===== config.mk =====
export PLATFORM = sky130hd
export DESIGN_NAME = fifo_beat_packer
export DESIGN_NICKNAME = d
export VERILOG_FILES = /design/src/rtl/fifo_beat_packer.sv
export SDC_FILE = /design/constraint.sdc
export NUM_CORES = 1
export LEC_CHECK = 0
export ABC_AREA = 1
export CORE_ASPECT_RATIO = 1.5
export CORE_MARGIN = 3
export CORE_UTILIZATION = 58
export CTS_CLUSTER_SIZE = 25
export DETAILED_ROUTE_END_ITERATION = 8
export PLACE_DENSITY = 0.85
export REMOVE_ABC_BUFFERS = 1
export SYNTH_ARGS = -nofsm -noshare
export SYNTH_HDL_FRONTEND = slang
export SYNTH_SLANG_ARGS = --single-unit
export TNS_END_PERCENT = 1

===== constraint.sdc =====
create_clock -name clk -period 35.3 [get_ports clk]
set_input_delay 10.59 -clock clk [delete_from_list [all_inputs] [get_ports clk]]
set_output_delay 10.59 -clock clk [all_outputs]
set_load 0.02 [all_outputs]

===== src/rtl/fifo_beat_packer.sv =====
// fifo_beat_packer: pops narrow entries from an upstream FIFO and packs
// N_PACK of them into one wide beat for a ready/valid sink. Partial beats
// leave with a lane mask on flush or after FLUSH_TIMEOUT idle cycles.
//
// Ports:
//   clk, reset     clock; asynchronous active-high reset
//   in_first       head entry of the upstream FIFO
//   in_notEmpty    upstream head entry is valid
//   in_deq_en      pop strobe to the upstream FIFO (combinational)
//   flush          level; emit any partial beat while high
//   out_data       packed beat, lane i at [i*N_IN_BITS +: N_IN_BITS]
//   out_mask       lane-valid mask
//   out_valid      beat presented
//   out_ready      sink accepts the beat
//   busy           entries are buffered or a beat is presented
module fifo_beat_packer #(
  parameter int unsigned N_IN_BITS     = 32,
  parameter int unsigned N_PACK        = 4,
  parameter int unsigned FLUSH_TIMEOUT = 16
) (
  input  logic                          clk,
  input  logic                          reset,
  input  logic [N_IN_BITS-1:0]          in_first,
  input  logic                          in_notEmpty,
  output logic                          in_deq_en,
  input  logic                          flush,
  output logic [N_IN_BITS*N_PACK-1:0]   out_data,
  output logic [N_PACK-1:0]             out_mask,
  output logic                          out_valid,
  input  logic                          out_ready,
  output logic                          busy
);

  localparam int unsigned CNT_W  = $clog2(N_PACK + 1);
  localparam int unsigned IDLE_W = (FLUSH_TIMEOUT > 0) ? $clog2(FLUSH_TIMEOUT + 1) : 1;
  localparam int unsigned BEAT_W = N_IN_BITS * N_PACK;
  localparam int unsigned MASK_W = N_PACK + 1;

  logic [N_IN_BITS-1:0] r_acc [N_PACK];
  logic [CNT_W-1:0]     r_cnt;
  logic [IDLE_W-1:0]    r_idle;
  logic [BEAT_W-1:0]    r_data;
  logic [N_PACK-1:0]    r_mask;
  logic                 r_valid;

  logic                 w_slot_free;
  logic                 w_full;
  logic                 w_timeout;
  logic                 w_partial;
  logic                 w_xfer;
  logic                 w_pop;
  logic [CNT_W-1:0]     w_lane;
  logic [MASK_W-1:0]    w_mask_ext;
  logic [N_PACK-1:0]    w_mask;
  logic [BEAT_W-1:0]    w_beat;

  // Transfer decision: a full accumulator always goes; a partial one needs flush or timeout.
  assign w_slot_free = !r_valid || out_ready;
  assign w_full      = (r_cnt == CNT_W'(N_PACK)) && w_slot_free;
  assign w_timeout   = (FLUSH_TIMEOUT != 0) && (r_idle == IDLE_W'(FLUSH_TIMEOUT));
  assign w_partial   = (r_cnt != '0) && (r_cnt < CNT_W'(N_PACK)) && w_slot_free &&
                       (flush || w_timeout);
  assign w_xfer      = w_full || w_partial;

  // Pop whenever there is room, counting the lane freed by a same-cycle transfer.
  assign w_pop     = in_notEmpty && !reset && ((r_cnt < CNT_W'(N_PACK)) || w_xfer);
  assign in_deq_en = w_pop;
  assign w_lane    = w_xfer ? '0 : r_cnt;

  // Mask of the filled lanes; for a full accumulator this is all ones.
  assign w_mask_ext = MASK_W'(1) << r_cnt;
  assign w_mask     = N_PACK'(w_mask_ext - MASK_W'(1));

  // Beat image with unfilled lanes forced to zero.
  always_comb begin
    w_beat = '0;
    for (int unsigned i = 0; i < N_PACK; i++) begin
      if (CNT_W'(i) < r_cnt) w_beat[i*N_IN_BITS +: N_IN_BITS] = r_acc[i];
    end
  end

  // Accumulator lanes and fill count.
  always_ff @(posedge clk or posedge reset) begin
    if (reset) begin
      for (int unsigned i = 0; i < N_PACK; i++) r_acc[i] <= '0;
      r_cnt <= '0;
    end else begin
      for (int unsigned i = 0; i < N_PACK; i++) begin
        if (w_pop && (w_lane == CNT_W'(i))) r_acc[i] <= in_first;
      end
      if (w_xfer)     r_cnt <= w_pop ? CNT_W'(1) : '0;
      else if (w_pop) r_cnt <= r_cnt + CNT_W'(1);
    end
  end

  // Idle counter: only runs while a partial beat is waiting with no pops.
  always_ff @(posedge clk or posedge reset) begin
    if (reset) begin
      r_idle <= '0;
    end else if (w_pop || w_xfer || (r_cnt == '0)) begin
      r_idle <= '0;
    end else if ((FLUSH_TIMEOUT != 0) && (r_idle != IDLE_W'(FLUSH_TIMEOUT))) begin
      r_idle <= r_idle + IDLE_W'(1);
    end
  end

  // Output register; data and mask only change on a transfer, so they hold under backpressure.
  always_ff @(posedge clk or posedge reset) begin
    if (reset) begin
      r_data  <= '0;
      r_mask  <= '0;
      r_valid <= 1'b0;
    end else if (w_xfer) begin
      r_data  <= w_beat;
      r_mask  <= w_mask;
      r_valid <= 1'b1;
    end else if (out_ready) begin
      r_valid <= 1'b0;
    end
  end

  assign out_data  = r_data;
  assign out_mask  = r_mask;
  assign out_valid = r_valid;
  assign busy      = (r_cnt != '0) || r_valid;

  a_no_pop_when_empty: assert property (@(posedge clk) disable iff (reset)
    in_deq_en |-> in_notEmpty)
    else $fatal(1, "in_deq_en asserted with in_notEmpty low");

  a_hold_under_stall: assert property (@(posedge clk) disable iff (reset)
    (r_valid && !out_ready) |=> ($stable(r_data) && $stable(r_mask)))
    else $fatal(1, "out_data/out_mask changed while stalled");

endmodule


Yosys cells after proc, flatten, opt, wreduce, memory -nomap -nowiden
Index checks and enable logic that the tools add are counted.
{"block": "totals", "ram_bits": 0, "romBits": 0, "elab_cells": 61, "memories": 0, "output_inout_bits": 135, "reg_bits": 269, "latch_bits": 0}
{"block": "classes", "div": 0, "order_cmp": 5, "reduce_logical": 25, "eq_ne": 6, "mux": 12, "shift": 1, "bitwise_logic": 0, "mul": 0, "add_sub_neg": 3}
{"cell": "$mux W32", "n": 4}
{"cell": "$logic_and A1 B1 Y1", "n": 10}
{"cell": "$mux W5", "n": 2}
{"cell": "$mux W3", "n": 3}
{"cell": "$logic_or A1 B1 Y1", "n": 7}
{"cell": "$eq A3 B2 Y1 const B", "n": 2}
{"cell": "$logic_not A3 Y1", "n": 2}
{"cell": "$lt A1 B3 Y1 const A", "n": 2}
{"cell": "$lt A2 B3 Y1 const A", "n": 2}
{"cell": "$reduce_bool A2 Y1", "n": 3}
{"cell": "$add A5 B1 Y5 const B", "n": 1}
{"cell": "$eq A5 B5 Y1 const B", "n": 1}
{"cell": "$ne A5 B5 Y1 const B", "n": 1}
{"cell": "$shl A1 B3 Y4 const A", "n": 1}
{"cell": "$sub A4 B1 Y4 const B", "n": 1}
{"cell": "$add A3 B1 Y3 const B", "n": 1}
{"cell": "$eq A3 B1 Y1 const B", "n": 1}
{"cell": "$eq A3 B3 Y1 const B", "n": 1}
{"cell": "$lt A3 B3 Y1 const B", "n": 1}
{"cell": "$mux W1", "n": 3}
{"cell": "$reduce_bool A3 Y1", "n": 1}
{"cell": "$logic_not A1 Y1", "n": 2}

Longest topological paths before layout
Gate-level depths: netlist (run 1).
{"block": "logic_depth", "word_depth": 10, "ltp_mapped": 14, "depth_no_buf": 13}

Least setup slack after synthesis (run 1)
No wires, ideal clock.
{"block": "synth_timing", "kind": "input -> output", "from": "in reset", "to": "out in_deq_en", "slack_ns": 7.349, "path_stages": 7, "required_ns": 24.710, "t_arrival_ns": 17.361, "path_cell_list": "inv_1 -> nand2_1 -> inv_1 -> nand2_2 -> inv_2 -> buf_6 -> buf_4"}
{"block": "synth_between", "elab_chain_len": 3}
{"element": "from (decl)", "line_no": "22", "text": "input logic reset,"}
{"element": "$logic_not A1 Y1 (no source line)"}
{"element": "$logic_and A1 B1 Y1 (2 in a row)", "line_no": "66", "text": "assign w_pop = in_notEmpty && !reset && ((r_cnt < CNT_W'(N_PACK)) || w_xfer);"}
{"element": "to (decl)", "line_no": "25", "text": "output logic in_deq_en,"}
No other way between the ends.

Worst setup path after layout (run 1)
Ends and elaborated chain as after synthesis.

==> flow_metrics.tcl, run 1 <==
set metrics [dict create \
    grt_pass1_vias 8911 \
    drc 0 \
    finalNetCount 1341 \
    diodes 0 \
    drt-initial-drc-count 827 \
    avgSynthCellArea_um2 9.38 \
    start_util 0.599 \
    cp-start-kind "input pin" \
    r2r_start "r_cnt[2]$_DFFE_PP0P_" \
    power_switching_uw 492 \
    fin_tns_setup_ns 0 \
    final_common_cell "nand2_1" \
    hold_class "reg -> reg" \
    synthCells 1164 \
    p_clk_frac 0.212 \
    clk_pin_slew_ns 0.06 \
    avgRoutedWirePerCell_um 17.6 \
    setup_violations 0 \
    max_cap_violations 0 \
    grt_antenna_before_repair 0 \
    skew_ns 0.00807 \
    ant_nets 0 \
    final_cell_mix "nand2_1, dfrtp_1, clkdlybuf4s50_1, nand3_1, inv_1" \
    yosysWarnings 0 \
    clk-insertion-delay-late_ns 0.51 \
    hold_violations 0 \
    cts.sink_count 269 \
    dp_hpwl_mm 16.3 \
    maxSlewViolCount 0 \
    cts-resized-gates 0 \
    max-vdd-ir-drop_uv 55.2 \
    hold_start "out_mask[0]$_DFFE_PP0P_" \
    worstMarginPinSlew_ns 1.15 \
    dieWidth_um 118 \
    io_pins 172 \
    rows 60 \
    grt_max_degree 108 \
    p_per_area_nw_per_um2 93.0 \
    gp_congestion 0.825 \
    ys_types 28 \
    rr_endpoint "r_acc[117]$_DFFE_PP0P_" \
    clockBufferDepth 3 \
    track_usage 0.269 \
    port_buffers 171 \
    vias_per_cell 5.60 \
    r2r_slack_ns 30.57 \
    synth_area_um2 10900 \
    ys_seq_area_frac 0.616 \
    cts_inserted_buffers 24 \
    die-area_um2 20500 \
    num_vias 8750 \
    internal-power_uw 759 \
    root_buffer "clkbuf_16" \
    required_ns 24.71 \
    holdPathStages 1 \
    fin_crit_ns 23.63 \
    comb_power_share 0.383 \
    first_pass_iters 6 \
    p_sw_frac 0.393 \
    fmax_ghz 0.0423 \
    grt_first_pass_wirelength_mm 45.5 \
    reg2regPathDepth 11 \
    cp_data_arrival_time_ns 13.04 \
    hold_ws_ns 0.466 \
    crit_type "in -> out" \
    ys_ff_latch 269 \
    whs_endpoint "out_mask[0]$_DFFE_PP0P_" \
    rsz0062_at_grt "false" \
    finalCritPeriodShare 0.669 \
    synth_ff_type "dfrtp_1" \
    syn_to_final_growth_pct 23.2 \
    num-fill-cells 1296 \
    dieHeight_um 174 \
    synthArstFlopShare 1.00 \
    cts_tree "done" \
    postCtsSetupBuffers 0 \
    grt_remaining_overflow 0 \
    drive_gt1_frac 0.0738 \
    synth_edf_count 0 \
    hold_buffers 0 \
    crit_fanout 107 \
    status "complete, no violations" \
    cp-end-kind "output pin" \
    htreeDepth 1 \
    core_um2 18200 \
    power_frac_seq 0.405 \
    relSlewSlack 0.230 \
    leakage_uw 0.00684 \
    wl_mm 27.5 \
]
==> power groups by stage <==
stage	clock [uW]	sequential, uW	combinational (uW)
final	266	507	479
after global routing	280	519	526
after CTS	268	505	482
after detailed placement	0	507	478
after global placement	0	503	463
after floorplan	0	553	212
==> area by class of cell <==
| cell class | instances | area [um2] | area share |
|---|---|---|---|
| Clock inverter | 9 | 97.6 | 0.00726 |
| Timing Repair Buffer | 179 | 1770 | 0.132 |
| Inverter | 82 | 318 | 0.0236 |
| Multi-Input combinational cell | 741 | 3510 | 0.261 |
| Tap cell | 248 | 310 | 0.0231 |
| Clock buffer | 35 | 713 | 0.0530 |
| Sequential cell | 269 | 6730 | 0.500 |
==> registers in the layout, summed over array words and instances, names as in the netlist <==
register   count
out_data     128
r_idle         5
r_acc        128
r_cnt          3
out_valid      1
out_mask       4
==> stage by stage <==
step / total power [uW] / cell area (um2) / setup slack, ns / util / cells
after detailed placement: 985 / 12600 / 11.66 / 0.693 / 1519
after global placement: 966 / 12600 / 11.75 / 0.693 / 1519
after CTS: 1250 / 13500 / 11.64 / 0.737 / 1563
final: 1250 / 13500 / 11.67 / 0.737 / 1563
after global routing: 1320 / 13500 / 11.46 / 0.737 / 1563
after floorplan: 765 / 10500 / 7.12 / - / 1092
==> kinds of logic after synthesis <==
family | count (synthesis) | synth area share
and+or+nand+nor | 622 | 0.238
adders and majority gates | 7 | 0.00802
buffers and inverters | 154 | 0.0652
AOI/OAI and AO/OA | 107 | 0.0678
xor gates and xnor gates | 5 | 0.00401
DFF | 269 | 0.616
==> per-layer routing <==
layer / GRT usage / wire [um] / up-vias / share of wire
met5: 0 / 0 / - / 0
met4: 0.0944 / 818 / 0 / 0.030
met3: 0.0322 / 1680 / 63 / 0.061
met2: 0.469 / 14300 / 377 / 0.52
met1: 0.349 / 10700 / 4342 / 0.39
li1: - / - / 3968 / -
==> critical path, cell delays in order <==
cell	delay [ns]
clkdlybuf4s50_1	0.49
inv_8	0.53
nand2_1	0.22
inv_1	0.21
nand2_2	0.16
inv_2	0.16
clkdlybuf4s50_1	0.64
==> worst max path at each step <==
stage | cells past startpoint | slack [ns] | to | from
final | 7 | 11.67 | in_deq_en | reset
after global routing | 7 | 11.46 | in_deq_en | reset
after CTS | 7 | 11.64 | in_deq_en | reset
after detailed placement | 7 | 11.66 | in_deq_en | reset
after global placement | 7 | 11.75 | in_deq_en | reset
after floorplan | 5 | 7.12 | in_deq_en | reset
==> synth_stat cells (2+ instances only) <==
library cell  number  area (um2)
a21oi_1            2        10.0
buf_2             22         110
buf_4             12        90.1
buf_6              8        90.1
clkbuf_1          29         109
dfrtp_1          269        6730
ha_1               7        87.6
inv_1             79         297
inv_2              3        11.3
nand2_1          434        1630
nand2_2            2        12.5
nand3_1          166         831
nand4_1            2        12.5
nor2_1            10        37.5
nor2_4             2        22.5
o21ai_0           24         120
o21ai_1           15        75.1
o21ai_2           32         280
o31ai_1           33         248
xor2_1             5        43.8
No activity file was read; power rests on OpenSTA's default activity.
==> run 2, diff against run 1 <==
--- a/config.mk
+++ b/config.mk
@@ -8,10 +8,10 @@
 export ABC_AREA = 1
 export CORE_ASPECT_RATIO = 1.5
 export CORE_MARGIN = 3
-export CORE_UTILIZATION = 58
+export CORE_UTILIZATION = 54
 export CTS_CLUSTER_SIZE = 25
 export DETAILED_ROUTE_END_ITERATION = 8
-export PLACE_DENSITY = 0.85
+export PLACE_DENSITY = 0.8
 export REMOVE_ABC_BUFFERS = 1
 export SYNTH_ARGS = -nofsm -noshare
 export SYNTH_HDL_FRONTEND = slang
==> constraint.sdc (replaced) <==
create_clock -name clk -period 23.3 [get_ports clk]
set_input_delay 6.99 -clock clk [delete_from_list [all_inputs] [get_ports clk]]
set_output_delay 6.99 -clock clk [all_outputs]
set_load 0.02 [all_outputs]
==> run 2 against run 1 <==
  * Clock power increased by 58%
  * Critical path depth stayed put
  * Design area grew 0.36%
  * Via count fell by 2.3%
  * Power grew 52%
  * Utilization is 5.5 points lower
  * Sequential power is 51% higher
  * Sequential share of layout area decreased by 0.18 points
  * Clock skew rose by 0.00066 ns
  * Final cell count rose by 0.77%
  * Largest power group unchanged
==> flow_metrics.tcl, run 2 (synthesized netlist as in run 1, its figures left out) <==
set metrics [dict create \
    fmax_ghz 0.0610 \
    root_buffer "clkbuf_16" \
    dp_cells 1530 \
    start_util 0.552 \
    gp_congestion 0.845 \
    maxSlewViolCount 0 \
    crit_fanout 116 \
    drive_gt1_frac 0.0776 \
    syn_to_final_growth_pct 23.6 \
    comb_power_share 0.378 \
    num_vias 8548 \
    p_per_area_nw_per_um2 141 \
    num-fill-cells 1545 \
    grt_pass1_vias 8655 \
    crit_type "in -> out" \
    postCtsSetupBuffers 0 \
    cp_data_arrival_time_ns 9.40 \
    vias_per_cell 5.43 \
    leakage_uw 0.00685 \
    grtUsageMet1 0.344 \
    ant_nets 0 \
    clockBufferDepth 3 \
    grt_max_degree 117 \
    dp_hpwl_mm 16.1 \
    hold_class "reg -> reg" \
    cts_tree "done" \
    skew_ns 0.00873 \
    status "complete, no violations" \
    max_cap_violations 0 \
    core_um2 19800 \
    cts.sink_count 269 \
    drt-initial-drc-count 874 \
    dpl-instance-area_um2 12700 \
    internal-power_uw 1160 \
    setup_violations 0 \
    finalNetCount 1341 \
    use_met3 0.0283 \
    dieHeight_um 180 \
    diodes 0 \
    p_clk_frac 0.221 \
    cts_inserted_buffers 25 \
    power_switching_uw 746 \
    stdcell_area_um2 13500 \
    holdPathStages 2 \
    rr_endpoint "r_acc[111]$_DFFE_PP0P_" \
    avgRoutedWirePerCell_um 17.3 \
    busiest_layer "met2" \
    hold_start "r_acc[47]$_DFFE_PP0P_" \
    port_buffers 171 \
    cts-resized-gates 0 \
    cp-start-kind "input pin" \
    max-vdd-ir-drop_uv 87.6 \
    hold_violations 0 \
    layout.area.seq_um2 6730 \
    rsz0062_at_grt "false" \
    dieWidth_um 122 \
    clk-insertion-delay-late_ns 0.51 \
    multiInputGateArea_um2 3510 \
    rows 63 \
    cp-end-kind "output pin" \
    wl_mm 27.2 \
    worstMarginPinSlew_ns 1.20 \
    stdcell_count 1575 \
    whs_endpoint "r_acc[47]$_DFFE_PP0P_" \
    grt_first_pass_wirelength_mm 45.1 \
    gr-usage-met2 0.430 \
    die-area_um2 22000 \
    required_ns 16.31 \
    drc 0 \
    clk_pin_slew_ns 0.06 \
    fin_crit_ns 16.39 \
    io_pins 172 \
    hold_buffers 0 \
    finalCritPeriodShare 0.703 \
    grt_remaining_overflow 0 \
    r2r_start "r_cnt[2]$_DFFE_PP0P_" \
    power_frac_seq 0.401 \
    first_pass_iters 5 \
    p_sw_frac 0.392 \
    reg2regPathDepth 10 \
    r2r_slack_ns 18.82 \
    relSlewSlack 0.198 \
    htreeDepth 1 \
    track_usage 0.253 \
    final_cell_mix "nand2_1, dfrtp_1, clkdlybuf4s50_1, nand3_1, inv_1" \
    grt_antenna_before_repair 0 \
    final_common_cell "nand2_1" \
    fin_tns_setup_ns 0 \
]
-- run 2: stage by stage --
step	setup WS, ns	utilization	hold slack (ns)	total power [uW]
finish	6.91	0.682	0.472	1910
global route	6.68	0.682	0.494	2030
CTS	6.83	0.682	0.475	1920
detailed placement	6.85	0.640	0.459	1490
global placement	6.92	0.640	0.453	1470
floorplan	2.32	-	0.443	1160
-- run 2: power groups by stage --
| stage | sequential, uW | clock (uW) | combinational (uW) |
|---|---|---|---|
| floorplan | 838 | 0 | 322 |
| global placement | 763 | 0 | 703 |
| detailed placement | 769 | 0 | 723 |
| CTS | 764 | 428 | 727 |
| global route | 784 | 449 | 795 |
| finish | 765 | 421 | 721 |
-- run 2: layer usage --
metal	routed length [um]	vias up
met2	14000	307
met4	583	0
li1	-	3971
met5	0	-
met1	11000	4225
met3	1630	45
-- run 2: area by class of cell --
| type | count | area share |
|---|---|---|
| clock inverter | 18 | 0.0151 |
| timing repair buffer | 178 | 0.131 |
| clock buffer | 27 | 0.0476 |
| tap | 260 | 0.0241 |
| inverter | 82 | 0.0237 |
| multi-input combinational | 741 | 0.260 |
| sequential | 269 | 0.499 |
-- run 2: worst max-delay path by stage --
stage               startpoint         to  slack, ns  cells past startpoint
floorplan                reset  in_deq_en       2.32                      5
global placement         reset  in_deq_en       6.92                      7
detailed placement       reset  in_deq_en       6.85                      7
CTS                      reset  in_deq_en       6.83                      7
global route             reset  in_deq_en       6.68                      7
finish                   reset  in_deq_en       6.91                      7
-- run 2: worst max-delay path, stage by stage --
cell and delay [ns]:
clkdlybuf4s50_1 0.49, inv_8 0.54, nand2_1 0.20, inv_1 0.21, nand2_2 0.15, inv_2 0.15, clkdlybuf4s50_1 0.62
==> run 3, diff against run 2 <==
==> constraint.sdc (replaced) <==
create_clock -name clk -period 15.25 [get_ports clk]
set_input_delay 4.575 -clock clk [delete_from_list [all_inputs] [get_ports clk]]
set_output_delay 4.575 -clock clk [all_outputs]
set_load 0.02 [all_outputs]
==> run 3 against run 2 <==
  * Clock skew increased by 0.0063 ns
  * Die area unchanged
  * Hold slack about the same
  * Critical path depth unchanged
  * Power increased by 52%
  * Utilization decreased by 0.076 points
  * Worst setup slack got worse by 3.2 ns
  * Design area decreased by 0.11%
  * Global-route usage decreased by 0.51 points
  * Critical endpoint unchanged
  * Highest routed layer unchanged
==> flow_metrics.tcl, run 3 (synthesized netlist as in run 1, its figures left out) <==
set metrics [dict create \
    status "complete, no violations" \
    max_cap_violations 0 \
    leakage_uw 0.00686 \
    finalNetCount 1340 \
    cp_data_arrival_time_ns 7.01 \
    drt-initial-drc-count 859 \
    dieHeight_um 180 \
    fmax_ghz 0.0863 \
    hold_buffers 0 \
    rows 63 \
    p_clk_frac 0.215 \
    cts-resized-gates 0 \
    crit_path_start "reset" \
    grt_first_pass_wirelength_mm 43.8 \
    clk-insertion-delay-late_ns 0.51 \
    htreeDepth 1 \
    dp_hpwl_mm 15.6 \
    fin_crit_ns 11.58 \
    ant_nets 0 \
    max-vdd-ir-drop_uv 134 \
    crit_type "in -> out" \
    start_util 0.552 \
    num_vias 8522 \
    hold_class "reg -> reg" \
    diodes 0 \
    relSlewSlack 0.214 \
    power_switching_uw 1130 \
    cts.sink_count 269 \
    p_total_uw 2890 \
    drc 0 \
    grt_max_degree 118 \
    port_buffers 171 \
    maxSlewViolCount 0 \
    track_usage 0.248 \
    p_sw_frac 0.391 \
    cpMostUsedCell "clkdlybuf4s50_1" \
    io_pins 172 \
    cp_slowest_cell "clkdlybuf4s50_1" \
    p_per_area_nw_per_um2 214 \
    cp-end-kind "output pin" \
    final_cell_mix "nand2_1, dfrtp_1, clkdlybuf4s50_1, nand3_1, inv_1" \
    grt_antenna_before_repair 0 \
    critPathBufInv 5 \
    hold_violations 0 \
    internal-power_uw 1760 \
    worst_slack_ns 3.67 \
    r2r_start "r_cnt[2]$_DFFE_PP0P_" \
    rsz0062_at_grt "false" \
    hold_start "r_acc[97]$_DFFE_PP0P_" \
    avgRoutedWirePerCell_um 17.2 \
    crit_chain "clkdlybuf4s50_1 > inv_8 > nand2_1 > inv_1 > nand2_2 > inv_2 > clkdlybuf4s50_1" \
    dpl_worst_slack_ns 3.62 \
    die-area_um2 22000 \
    crit_fanout 117 \
    dieWidth_um 122 \
    skew_ns 0.0150 \
    setup_violations 0 \
    drive_gt1_frac 0.0769 \
    finalCritPeriodShare 0.759 \
    crit_family "buffers and inverters" \
    clockBufferDepth 3 \
    comb_power_share 0.381 \
    worstMarginPinSlew_ns 1.18 \
    postCtsSetupBuffers 0 \
    required_ns 10.68 \
    root_buffer "clkbuf_16" \
    syn_to_final_growth_pct 23.5 \
    first_pass_iters 5 \
    grt_remaining_overflow 0 \
    grt_pass1_vias 8432 \
    cts_tree "done" \
    clk_pin_slew_ns 0.06 \
    core_um2 19800 \
    wl_mm 27.2 \
    slowest_delay_ns 0.63 \
    gp_congestion 0.831 \
    cts_inserted_buffers 24 \
    cp-start-kind "input pin" \
    power_frac_seq 0.404 \
    vias_per_cell 5.41 \
    final_common_cell "nand2_1" \
]
-- run 3: cell count changes in the layout (fill, tap and decap cells not counted) --
cell	before	now
clkinvlp_4	4	0
bufinv_16	4	1
clkbuf_8	1	10
clkinv_2	9	7
clkinv_4	1	0
-- run 3: final timing paths --
check	to	slack, ns	cells past startpoint
worst max-delay path	in_deq_en	3.67	7
worst min-delay path	r_acc[97]$_DFFE_PP0P_	0.47	2
worst max register to register	r_acc[66]$_DFFE_PP0P_	11.48	10
worst min register to register	r_acc[97]$_DFFE_PP0P_	0.47	2
max in group asynchronous	r_acc[11]$_DFFE_PP0P_	8.27	4
min in group asynchronous	out_data[120]$_DFFE_PP0P_	4.63	2
-- run 3: area by class of cell --
| cell class | instances | area, um2 |
|---|---|---|
| Fill cell | 1540 | 6300 |
| Timing Repair Buffer | 178 | 1760 |
| Clock inverter | 8 | 65.1 |
| Tap cell | 260 | 325 |
| Sequential cell | 269 | 6730 |
| Clock buffer | 36 | 767 |
| Multi-Input combinational cell | 741 | 3510 |
| Inverter | 82 | 320 |
-- run 3: metal layers --
| layer | vias to the layer above | GRT usage | routed length, um |
|---|---|---|---|
| met2 | 290 | 0.425 | 13900 |
| met1 | 4208 | 0.335 | 11000 |
| met4 | 0 | 0.0704 | 726 |
| met3 | 49 | 0.0286 | 1540 |
| li1 | 3975 | - | - |
| met5 | - | 0 | 0 |
-- run 3: power groups by stage --
stage	logic [uW]	clock network, uW	registers (uW)
finish	1100	621	1170
global route	1210	659	1200
CTS	1110	629	1160
detailed placement	1100	0	1170
global placement	1080	0	1170
floorplan	491	0	1280
-- run 3: worst reg2reg max path: cells and delay by family, from the launching register on --
| kind | cells | cell delay (ns) |
|---|---|---|
| buffers and inverters | 2 | 1.57 |
| and+or+nand+nor | 7 | 1.52 |
| DFF | 1 | 0.48 |
| AOI/OAI and AO/OA | 1 | 0.12 |
-- run 3: stage by stage --
step	area (um2)	util	hold WS, ns	TNS, ns	std cells
final	13500	0.682	0.472	0	1574
after floorplan	10500	-	0.443	-0.899	1092
after global routing	13500	0.682	0.482	0	1574
after detailed placement	12700	0.640	0.459	0	1530
after global placement	12700	0.640	0.453	0	1530
after CTS	13500	0.682	0.475	0	1574
